**src/rtl/riscv_configs_pkg.sv**
```systemverilog
// Shared definitions for the RV32I pipeline hazard/stall controller.
// Latency: n/a (constants, types and a helper function only).
// Backpressure: n/a.
package riscv_configs;

    // Pipeline stage indices, IF first.
    localparam int STG_IF  = 0;
    localparam int STG_ID  = 1;
    localparam int STG_EX  = 2;
    localparam int STG_MEM = 3;
    localparam int STG_WB  = 4;

    localparam int              REG_ADDR_W = 5;
    localparam logic [REG_ADDR_W-1:0] REG_X0 = '0;

    // Stall/flush bit-vector ordering {PC, IFID, IDEX, EXMEM, MEMWB}.
    localparam int CTL_W   = 5;
    localparam int V_PC    = 4;
    localparam int V_IFID  = 3;
    localparam int V_IDEX  = 2;
    localparam int V_EXMEM = 1;
    localparam int V_MEMWB = 0;

    typedef logic [CTL_W-1:0] ctl_vec_t;

    typedef enum logic {
        ST_RUN    = 1'b0,
        ST_BUBBLE = 1'b1
    } lu_state_t;

    // True when a source operand read in ID matches a non-x0 destination.
    function automatic logic src_hits(input logic [REG_ADDR_W-1:0] rs,
                                      input logic                  used,
                                      input logic [REG_ADDR_W-1:0] rd);
        return used && (rs == rd) && (rd != REG_X0);
    endfunction

endpackage

```
**src/rtl/riscv_sat_counter.sv**
```systemverilog
// Saturating up-counter with synchronous clear; sticks at all-ones.
// Latency: count visible the cycle after i_inc.
// Backpressure: none; increments past all-ones are dropped.
//
// Ports: i_clk, i_rst (async, active-high), i_clr (sync clear, wins over
// i_inc), i_inc (count one), o_cnt (current count).
module riscv_sat_counter #(
    parameter int CNT_W = 32
) (
    input  logic             i_clk,
    input  logic             i_rst,
    input  logic             i_clr,
    input  logic             i_inc,
    output logic [CNT_W-1:0] o_cnt
);

    always_ff @(posedge i_clk or posedge i_rst) begin
        if (i_rst) begin
            o_cnt <= '0;
        end else if (i_clr) begin
            o_cnt <= '0;
        end else if (i_inc && (o_cnt != {CNT_W{1'b1}})) begin
            o_cnt <= o_cnt + CNT_W'(1);
        end
    end

endmodule

```
**src/rtl/riscv_pipeline_control.sv**
```systemverilog
// Hazard and stall/flush controller for the RV32I 5-stage pipeline.
// Latency: stall/flush are combinational (same cycle); counters and watchdog are registered.
// Backpressure: imem/dmem wait hold the pipeline; dmem wait freezes the controller itself.
//
// Ports: i_clk, i_rst (async, active-high); ID operand indices/used flags,
// EX rd/load/redirect, imem/dmem handshakes; o_stall_* (1 = hold),
// o_flush_* (sync clear), o_dmem_timeout pulse, o_stall_cycles, o_flush_count.
// LOAD_USE_BUBBLES is legal in 1..3; DMEM_TIMEOUT=0 disables the watchdog.
module riscv_pipeline_control
    import riscv_configs::*;
#(
    parameter int LOAD_USE_BUBBLES = 1,
    parameter int DMEM_TIMEOUT     = 0,
    parameter int CNT_W            = 32
) (
    input  logic                  i_clk,
    input  logic                  i_rst,
    input  logic [REG_ADDR_W-1:0] i_id_rs1,
    input  logic                  i_id_rs1_used,
    input  logic [REG_ADDR_W-1:0] i_id_rs2,
    input  logic                  i_id_rs2_used,
    input  logic [REG_ADDR_W-1:0] i_ex_rd,
    input  logic                  i_ex_is_load,
    input  logic                  i_ex_redirect,
    input  logic                  i_imem_ready,
    input  logic                  i_mem_req,
    input  logic                  i_dmem_ready,
    output logic                  o_stall_pc,
    output logic                  o_stall_ifid,
    output logic                  o_stall_idex,
    output logic                  o_stall_exmem,
    output logic                  o_stall_memwb,
    output logic                  o_flush_ifid,
    output logic                  o_flush_idex,
    output logic                  o_flush_exmem,
    output logic                  o_flush_memwb,
    output logic                  o_dmem_timeout,
    output logic [CNT_W-1:0]      o_stall_cycles,
    output logic [CNT_W-1:0]      o_flush_count
);

    localparam int BUB_W  = 2;
    localparam int WAIT_W = (DMEM_TIMEOUT > 2) ? $clog2(DMEM_TIMEOUT) : 1;

    lu_state_t        state_q, state_d;
    logic [BUB_W-1:0] bub_q, bub_d;
    ctl_vec_t         stall_v, flush_v;
    logic             dwait;
    logic             lu_hazard;
    logic             redirect_acc;

    assign dwait        = i_mem_req && !i_dmem_ready;
    assign lu_hazard    = i_ex_is_load &&
                          (src_hits(i_id_rs1, i_id_rs1_used, i_ex_rd) ||
                           src_hits(i_id_rs2, i_id_rs2_used, i_ex_rd));
    // A redirect during a dmem wait is dropped: EX is held and re-presents it.
    assign redirect_acc = i_ex_redirect && !dwait;

    // ---------------- FSM: state register ----------------
    always_ff @(posedge i_clk or posedge i_rst) begin
        if (i_rst) begin
            state_q <= ST_RUN;
            bub_q   <= '0;
        end else begin
            state_q <= state_d;
            bub_q   <= bub_d;
        end
    end

    // ---------------- FSM: next state ----------------
    // The first bubble is issued from RUN; BUBBLE covers the remaining ones.
    always_comb begin
        state_d = state_q;
        bub_d   = bub_q;
        if (!dwait) begin
            if (i_ex_redirect) begin
                state_d = ST_RUN;
                bub_d   = '0;
            end else begin
                case (state_q)
                    ST_RUN: begin
                        if (lu_hazard && (LOAD_USE_BUBBLES > 1)) begin
                            state_d = ST_BUBBLE;
                            bub_d   = BUB_W'(LOAD_USE_BUBBLES - 1);
                        end
                    end
                    ST_BUBBLE: begin
                        bub_d = bub_q - BUB_W'(1);
                        if (bub_q == BUB_W'(1)) begin
                            state_d = ST_RUN;
                        end
                    end
                    default: begin
                        state_d = ST_RUN;
                        bub_d   = '0;
                    end
                endcase
            end
        end
    end

    // ---------------- FSM: outputs ----------------
    always_comb begin
        stall_v = '0;
        flush_v = '0;
        if (i_rst) begin
            flush_v = '1;
        end else if (dwait) begin
            stall_v[V_PC]    = 1'b1;
            stall_v[V_IFID]  = 1'b1;
            stall_v[V_IDEX]  = 1'b1;
            stall_v[V_EXMEM] = 1'b1;
            flush_v[V_MEMWB] = 1'b1;
        end else if (i_ex_redirect) begin
            flush_v[V_IFID] = 1'b1;
            flush_v[V_IDEX] = 1'b1;
        end else begin
            if ((state_q == ST_RUN && lu_hazard) || state_q == ST_BUBBLE) begin
                stall_v[V_PC]   = 1'b1;
                stall_v[V_IFID] = 1'b1;
                flush_v[V_IDEX] = 1'b1;
            end
            if (!i_imem_ready) begin
                stall_v[V_PC] = 1'b1;
                // A hold on IF/ID beats a clear of the same register.
                flush_v[V_IFID] = !stall_v[V_IFID];
            end
        end
    end

    assign o_stall_pc    = stall_v[V_PC];
    assign o_stall_ifid  = stall_v[V_IFID];
    assign o_stall_idex  = stall_v[V_IDEX];
    assign o_stall_exmem = stall_v[V_EXMEM];
    assign o_stall_memwb = stall_v[V_MEMWB];
    assign o_flush_ifid  = flush_v[V_IFID];
    assign o_flush_idex  = flush_v[V_IDEX];
    assign o_flush_exmem = flush_v[V_EXMEM];
    assign o_flush_memwb = flush_v[V_MEMWB];

    // ---------------- Data-memory watchdog ----------------
    generate
        if (DMEM_TIMEOUT > 0) begin : g_wdog
            logic [WAIT_W-1:0] wait_q;
            // Counter restarts after each pulse so a long wait pulses periodically.
            always_ff @(posedge i_clk or posedge i_rst) begin
                if (i_rst) begin
                    wait_q         <= '0;
                    o_dmem_timeout <= 1'b0;
                end else if (dwait) begin
                    if (wait_q == WAIT_W'(DMEM_TIMEOUT - 1)) begin
                        wait_q         <= '0;
                        o_dmem_timeout <= 1'b1;
                    end else begin
                        wait_q         <= wait_q + WAIT_W'(1);
                        o_dmem_timeout <= 1'b0;
                    end
                end else begin
                    wait_q         <= '0;
                    o_dmem_timeout <= 1'b0;
                end
            end
        end else begin : g_no_wdog
            assign o_dmem_timeout = 1'b0;
        end
    endgenerate

    // ---------------- Performance counters ----------------
    riscv_sat_counter #(.CNT_W(CNT_W)) u_stall_cnt (
        .i_clk (i_clk),
        .i_rst (i_rst),
        .i_clr (1'b0),
        .i_inc (stall_v[V_PC]),
        .o_cnt (o_stall_cycles)
    );

    riscv_sat_counter #(.CNT_W(CNT_W)) u_flush_cnt (
        .i_clk (i_clk),
        .i_rst (i_rst),
        .i_clr (1'b0),
        .i_inc (redirect_acc),
        .o_cnt (o_flush_count)
    );

endmodule

```
**config.mk**
```make
export PLATFORM = sky130hd
export DESIGN_NAME = riscv_pipeline_control
export DESIGN_NICKNAME = d
export VERILOG_FILES = /design/src/rtl/riscv_configs_pkg.sv /design/src/rtl/riscv_sat_counter.sv /design/src/rtl/riscv_pipeline_control.sv
export SDC_FILE = /design/constraint.sdc
export NUM_CORES = 1
export LEC_CHECK = 0
export CORE_UTILIZATION = 35
export CTS_CLUSTER_SIZE = 14
export DETAILED_ROUTE_END_ITERATION = 10
export GPL_ROUTABILITY_DRIVEN = 0
export HOLD_SLACK_MARGIN = 0.15
export PLACE_DENSITY = 0.59
export SLEW_MARGIN = 10
export SYNTH_ARGS = -nofsm -noshare
export SYNTH_HDL_FRONTEND = slang
export SYNTH_HIERARCHICAL = 1
export SYNTH_SLANG_ARGS = --single-unit
```
**constraint.sdc**
```tcl
create_clock -name i_clk -period 3.7 [get_ports i_clk]
set_input_delay 0.555 -clock i_clk [delete_from_list [all_inputs] [get_ports i_clk]]
set_output_delay 0.555 -clock i_clk [all_outputs]
set_load 0.02 [all_outputs]
```
==> metrics.txt, run 1 <==
status=completed; row cnt=38; DR vias/cell=5.53; number of max-cap violations=0; gr ovfl total=0; measured slew at the worst slew-check pin=1.14 ns; relative slew slack=22.7%; Critical Path End Type=primary output; vias in the first global route=3458; Comb pwr share=8.5%; initial core utilization=35.9%; Final Critical Period=3.42 ns; pwr dens=281 nW/um^2; Net Switching=370 uW; Avg Cell Area, Syn=9.10 sq um; CTS sink count=67; sequential area share after synthesis=42.9%; CTS Buffer Depth=2; dpl ws=0.118 ns; Leak=1.92 nW; synthesized cell area=3910 sq um; # Post-CTS Setup Buffers=0; Core Util, Final=48.1%; Sw Share=25.2%; routed len/inst=14.4 microns; Achievable Freq=293 MHz; CP Max Fanout=4; CTS tree=yes; crit-path cells=clkdlybuf4s50_1, or4_1, o21a_1, o41ai_1, a21oi_1, clkdlybuf4s50_1; r2r setup slk=1.09 ns; Clk pwr share=41.2%; setup TNS=0 ns; Antenna Diode Count=0; final wirelength=9840 microns; detailed-route via count=3773; H-tree Lvls=3; flops & latches, synth=67; die width=108 microns; proportion of power drawn by flip-flops and latches=50.3%; dominant synthesized flop cell=dfrtp_1; critical path class=in -> out; hold buffer count at CTS=0; Syn Inst Count=430; hold crit path type=reg -> reg; placed standard-cell area=5040 sq um; final worst clock skew=0.0135 ns; CTS Root Cell=clkbuf_8; crit start category=input port; Die Y=108 microns; Cell Int Power=1.10 mW; EDFF count, synth=0; Critical Path Slowest Stage Cell=clkdlybuf4s50_1; Slew Limit Fails=0; post-route ant nets=0; final setup fails=0; drt drc=0; area grow syn2layout=33.8%; initial antenna violation count=0; yosys warns=6; later-pin clock latency in the skew report=0.35 ns; Crit path top cell by count=clkdlybuf4s50_1; Die Footprint=11600 sq um; IO Count=98; initial drt markers=115; gr usage total=17.6%; layout cells sized above 1=6.27%; worst hold slack=0.525 ns; Worst EP required=3.14 ns; final-report hold violation count=0; largest net degree at the start of global routing=33; CTS buffer count=9; fin area=5230 sq um; CP peak stage delay=0.60 ns; ys async rst share=100%; drt first pass iters=4; crit path DAT=2.86 ns; first-pass GRT wire length=16300 microns; FILL cells=1058; core area=10900 sq um; RSZ-0062 raised after global routing=no; Gates resized, CTS repair=0; dpl hpwl=7180 microns; PortBufs=95; Final period util=92.4%; post-synthesis cell type count=42; CTS clk-pin slew, worst paths=0.07 ns; final worst slack=0.282 ns; nets@finish=564; Max IR drop VDD=0.150 mV
logic make-up after synthesis:
| logic type | after synthesis | synth area share, % |
|---|---|---|
| other | 1 | 0.0958 |
| flip-flops | 67 | 42.9 |
| AO/OA/AOI/OAI | 136 | 22.0 |
| multiplexers | 3 | 0.768 |
| adder cells (fa/ha/maj) | 3 | 0.959 |
| buffers and inverters | 37 | 4.38 |
| XOR/XNOR | 16 | 3.58 |
| AND/OR/NAND/NOR | 167 | 25.4 |
placed cells by master (no fill, tap or decap), types with 3 or more instances in the layout:
cell,instances
clkdlybuf4s50_1,95
dfrtp_1,67
a21oi_1,56
o31ai_1,31
or4_1,29
nand2_1,28
o21ai_0,28
or3_1,24
nand3_1,20
inv_1,19
nor2_1,16
conb_1,12
nand4_1,12
xor2_1,10
clkbuf_8,9
nor4_1,8
buf_4,8
and4_1,8
xnor2_1,6
and3_1,6
nor3_1,4
and2_1,3
o41ai_2,3
o41ai_1,3
mux2i_1,3
ha_1,3
clkinvlp_4,3
state kept, by name (all words and copies together) (netlist names):
| signal | flops |
|---|---|
| state_q | 1 |
| u_flush_cnt/o_cnt | 32 |
| u_stall_cnt/o_cnt | 32 |
| bub_q | 2 |
metrics by stage:
step           std cells  power [mW]
6_report             682        1.47
5_1_grt              682        1.54
4_1_cts              682        1.49
3_5_place_dp         666       0.878
3_3_place_gp         666       0.876
2_1_floorplan        441       0.820
Yosys cell counts (3+ instances only):
master	instances	area [sq um]
xnor2_1	6	52.6
a21oi_1	56	280
and3_1	6	37.5
clkbuf_1	10	37.5
nor2_1	16	60.1
o31ai_1	31	233
nor3_1	4	20.0
o21ai_0	28	140
o41ai_1	3	26.3
o41ai_2	3	48.8
nand2_1	28	105
inv_1	19	71.3
or4_1	29	218
mux2i_1	3	30.0
xor2_1	10	87.6
nand4_1	12	75.1
and2_1	3	18.8
ha_1	3	37.5
dfrtp_1	67	1680
nand3_1	20	100
buf_4	4	30.0
or3_1	24	150
and4_1	8	70.1
nor4_1	8	50.1
final timing paths:
path | from | endpoint | cells after the start
hold / removal | bub_q[1] | bub_q[1] | 2
max in group asynchronous | i_rst | u_stall_cnt/o_cnt[7] | 3
setup / recovery | i_ex_rd[3] | o_stall_pc | 6
min in group asynchronous | i_rst | state_q | 2
hold reg to reg | bub_q[1] | bub_q[1] | 2
setup reg to reg | u_stall_cnt/o_cnt[24] | u_stall_cnt/o_cnt[13] | 5
critical path, delay by kind of cell:
kind	cells	cell delay, ns
and+or+nand+nor	1	0.53
buffers and inverters	2	1.08
AOI/OAI and AO/OA	3	0.69
per-layer routing:
metal / GRT usage, % / vias to the layer above / part of all wire [%]
met5: 0 / - / 0
met4: 3.82 / 0 / 0.99
met3: 5.15 / 8 / 5.4
met2: 30.1 / 98 / 49
met1: 21.8 / 1808 / 45
li1: - / 1859 / -
power groups by stage:
stage	clock network (mW)	registers [mW]	logic (mW)
2_1_floorplan	0	0.757	0.0629
3_3_place_gp	0	0.754	0.122
3_5_place_dp	0	0.754	0.124
4_1_cts	0.630	0.739	0.124
5_1_grt	0.660	0.740	0.139
6_report	0.607	0.740	0.125
final cells by class:
| class | instances | area, sq um | share of cell area, % |
|---|---|---|---|
| Clock inverter | 6 | 66.3 | 1.27 |
| Sequential cell | 67 | 1680 | 32.0 |
| Inverter | 19 | 71.3 | 1.36 |
| Tap cell | 140 | 175 | 3.35 |
| Multi-Input combinational cell | 337 | 2110 | 40.2 |
| Timing Repair Buffer | 103 | 1010 | 19.3 |
| Clock buffer | 10 | 128 | 2.44 |
Note: power is estimated with default switching activity, not from simulation.
==> run 2: changes to the inputs <==
Settings changed: CORE_UTILIZATION 35 to 54, PLACE_DENSITY 0.59 to 0.86, TNS_END_PERCENT from default to 20.
==> metrics.txt, run 2 (synthesized netlist as in run 1, its figures left out) <==
post-route ant nets=0 (unchanged); Comb pwr share=7.8% (-0.7 points); status=completed; H-tree Lvls=3 (unchanged); Net Switching=360 uW (-2.8%); Crit path top cell by count=clkdlybuf4s50_1; Max IR drop VDD=0.247 mV (+65%); drt first pass iters=5 (+1); CTS buffer count=9 (unchanged); Leak=1.94 nW (+1.2%); GR Layer Usage met3=6.26% (+1.1 points); hold buffer count at CTS=0 (unchanged); Die Y=87.1 microns (-19%); IO Count=98 (unchanged); final worst clock skew=0.00598 ns (-0.00748 ns); dpl ws=0.0679 ns (-0.0503 ns); CP Max Fanout=4 (unchanged); proportion of power drawn by flip-flops and latches=45.7% (-4.6 points); final wirelength=10200 microns (+3.8%); hold crit path type=reg -> reg; drt drc=0 (unchanged); crit-path cells=clkdlybuf4s50_1, or4_1, o21a_1, o41ai_1, a21oi_1, clkdlybuf4s50_1; routed len/inst=16.0 microns (+11%); Critical Path End Type=primary output; FILL cells=511 (-52%); Sw Share=22.3% (-2.9 points); setup TNS=0 ns (unchanged); # Post-CTS Setup Buffers=0 (unchanged); number of buffer and inverter stages on the critical path=2 (unchanged); DR vias/cell=6.15 (+11%); Worst EP required=3.14 ns (about the same); CP peak stage delay=0.60 ns (about the same); initial drt markers=157 (+37%); core area=6910 sq um (-37%); top flop regs=u_flush_cnt/o_cnt (32), u_stall_cnt/o_cnt (32), bub_q (2); Final Critical Period=3.39 ns (-0.0315 ns); Die Footprint=7590 sq um (-35%); largest net degree at the start of global routing=33 (unchanged); number of max-cap violations=0 (unchanged); Final period util=91.5% (-0.85 points); dpl hpwl=7030 microns (-2.1%); M1 GR Usage=36.4% (+15 points); final setup fails=0 (unchanged); initial antenna violation count=0 (unchanged); Antenna Diode Count=0 (unchanged); first-pass GRT wire length=16900 microns (+4.0%); Critical Path Slowest Stage Cell=clkdlybuf4s50_1; worst hold slack=0.516 ns (-0.00916 ns); met2 usage=47.2% (+17 points); crit start category=input port; initial core utilization=56.6% (+21 points); detailed-route via count=3919 (+3.9%); final worst slack=0.313 ns (+0.0315 ns); gr usage total=28.3% (+11 points); vias in the first global route=3713 (+7.4%); CTS clk-pin slew, worst paths=0.07 ns (about the same); commonest non-fill, non-tap cells in the layout=95 x clkdlybuf4s50_1, 67 x dfrtp_1, 56 x a21oi_1; die width=87.1 microns (-19%); gr ovfl total=0 (unchanged); RSZ-0062 raised after global routing=no; critical path class=in -> out; Achievable Freq=295 MHz (+0.93%); CP delay by family, top=buffers and inverters; pwr dens=309 nW/um^2 (+10%); commonest non-fill, non-tap cell in the layout=clkdlybuf4s50_1; crit path DAT=2.83 ns (-0.03 ns); later-pin clock latency in the skew report=0.34 ns (about the same); CTS tree=yes; PortBufs=95 (unchanged); row cnt=30 (-21%); GRT busiest layer=met2; final-report hold violation count=0 (unchanged); overall power=1.62 mW (+9.9%); CTS sink count=67 (unchanged); relative slew slack=21.2% (-1.6 points); Clk pwr share=46.4% (+5.2 points); Slew Limit Fails=0 (unchanged); Cell Int Power=1.26 mW (+14%); layout cells sized above 1=6.10% (-0.17 points); CTS Root Cell=clkbuf_8; CTS Buffer Depth=2 (unchanged); measured slew at the worst slew-check pin=1.17 ns (+0.0232 ns); area grow syn2layout=33.6%; nets@finish=563 (-0.18%)
[run 2: cell types whose count changed in the layout (fill, tap and decap cells not counted)]
cell	before	now
clkbuf_1	1	2
buf_4	8	7
clkinv_4	1	0
clkbuf_8	9	10
nor4_1	8	7
bufinv_16	1	3
nor4_2	0	1
clkinv_2	1	0
clkinvlp_4	3	1
[run 2: metrics by stage]
| step | instance area [sq um] | cells | utilization, % |
|---|---|---|---|
| 6_report | 5230 | 637 | 75.7 |
| 5_1_grt | 5230 | 637 | 75.7 |
| 4_1_cts | 5220 | 637 | 75.6 |
| 3_5_place_dp | 4980 | 621 | 72.1 |
| 3_3_place_gp | 4980 | 621 | 72.1 |
| 2_1_floorplan | 3950 | 441 | - |
[run 2: layout make-up]
class                      count  area [sq um]  share of cell area (%)
tap                           96           120                    2.30
inverter                      19          71.3                    1.36
clock buffer                  12           145                    2.78
multi-input combinational    337          2110                    40.4
clock inverter                 4          97.6                    1.87
sequential                    67          1680                    32.1
timing repair buffer         102          1000                    19.2
[run 2: final timing paths]
check / endpoint / slack [ns] / from / cells after the start
max: o_stall_pc / 0.31 / i_ex_rd[3] / 6
min: bub_q[1] / 0.52 / bub_q[1] / 2
max reg2reg: u_stall_cnt/o_cnt[13] / 0.95 / u_stall_cnt/o_cnt[0] / 6
min reg2reg: bub_q[1] / 0.52 / bub_q[1] / 2
max in group asynchronous: u_flush_cnt/o_cnt[19] / 2.57 / i_rst / 3
min in group asynchronous: bub_q[0] / 0.61 / i_rst / 2
[run 2: routing by layer]
layer / share of wire (%) / routed length, microns
met5: 0 / 0
met4: 1.2 / 125
met3: 6.9 / 703
met2: 49 / 5020
met1: 43 / 4360
[run 2: what timing repair did]
item,CTS,global route
endpoints found under the hold margin,0,0
setup endpoints to repair,0,1
gates resized for setup,0,1
[run 2: power groups by stage]
stage / sequential, mW / clock, mW / combinational (mW)
after CTS: 0.739 / 0.757 / 0.123
final: 0.739 / 0.751 / 0.126
after floorplan: 0.757 / 0 / 0.0629
after global placement: 0.753 / 0 / 0.120
after global routing: 0.740 / 0.793 / 0.138
after detailed placement: 0.754 / 0 / 0.122
[run 2: worst min-delay path, delay by kind of cell, from the launching register on]
family | cells | cell delay (ns)
DFF | 1 | 0.35
AOI/OAI and AO/OA | 2 | 0.14
==> run 3: changes to the inputs <==
Settings changed: SLEW_MARGIN 10 to default.
==> results of run 3 <==
Final layout, timing and power as in run 2 (identical DEF).
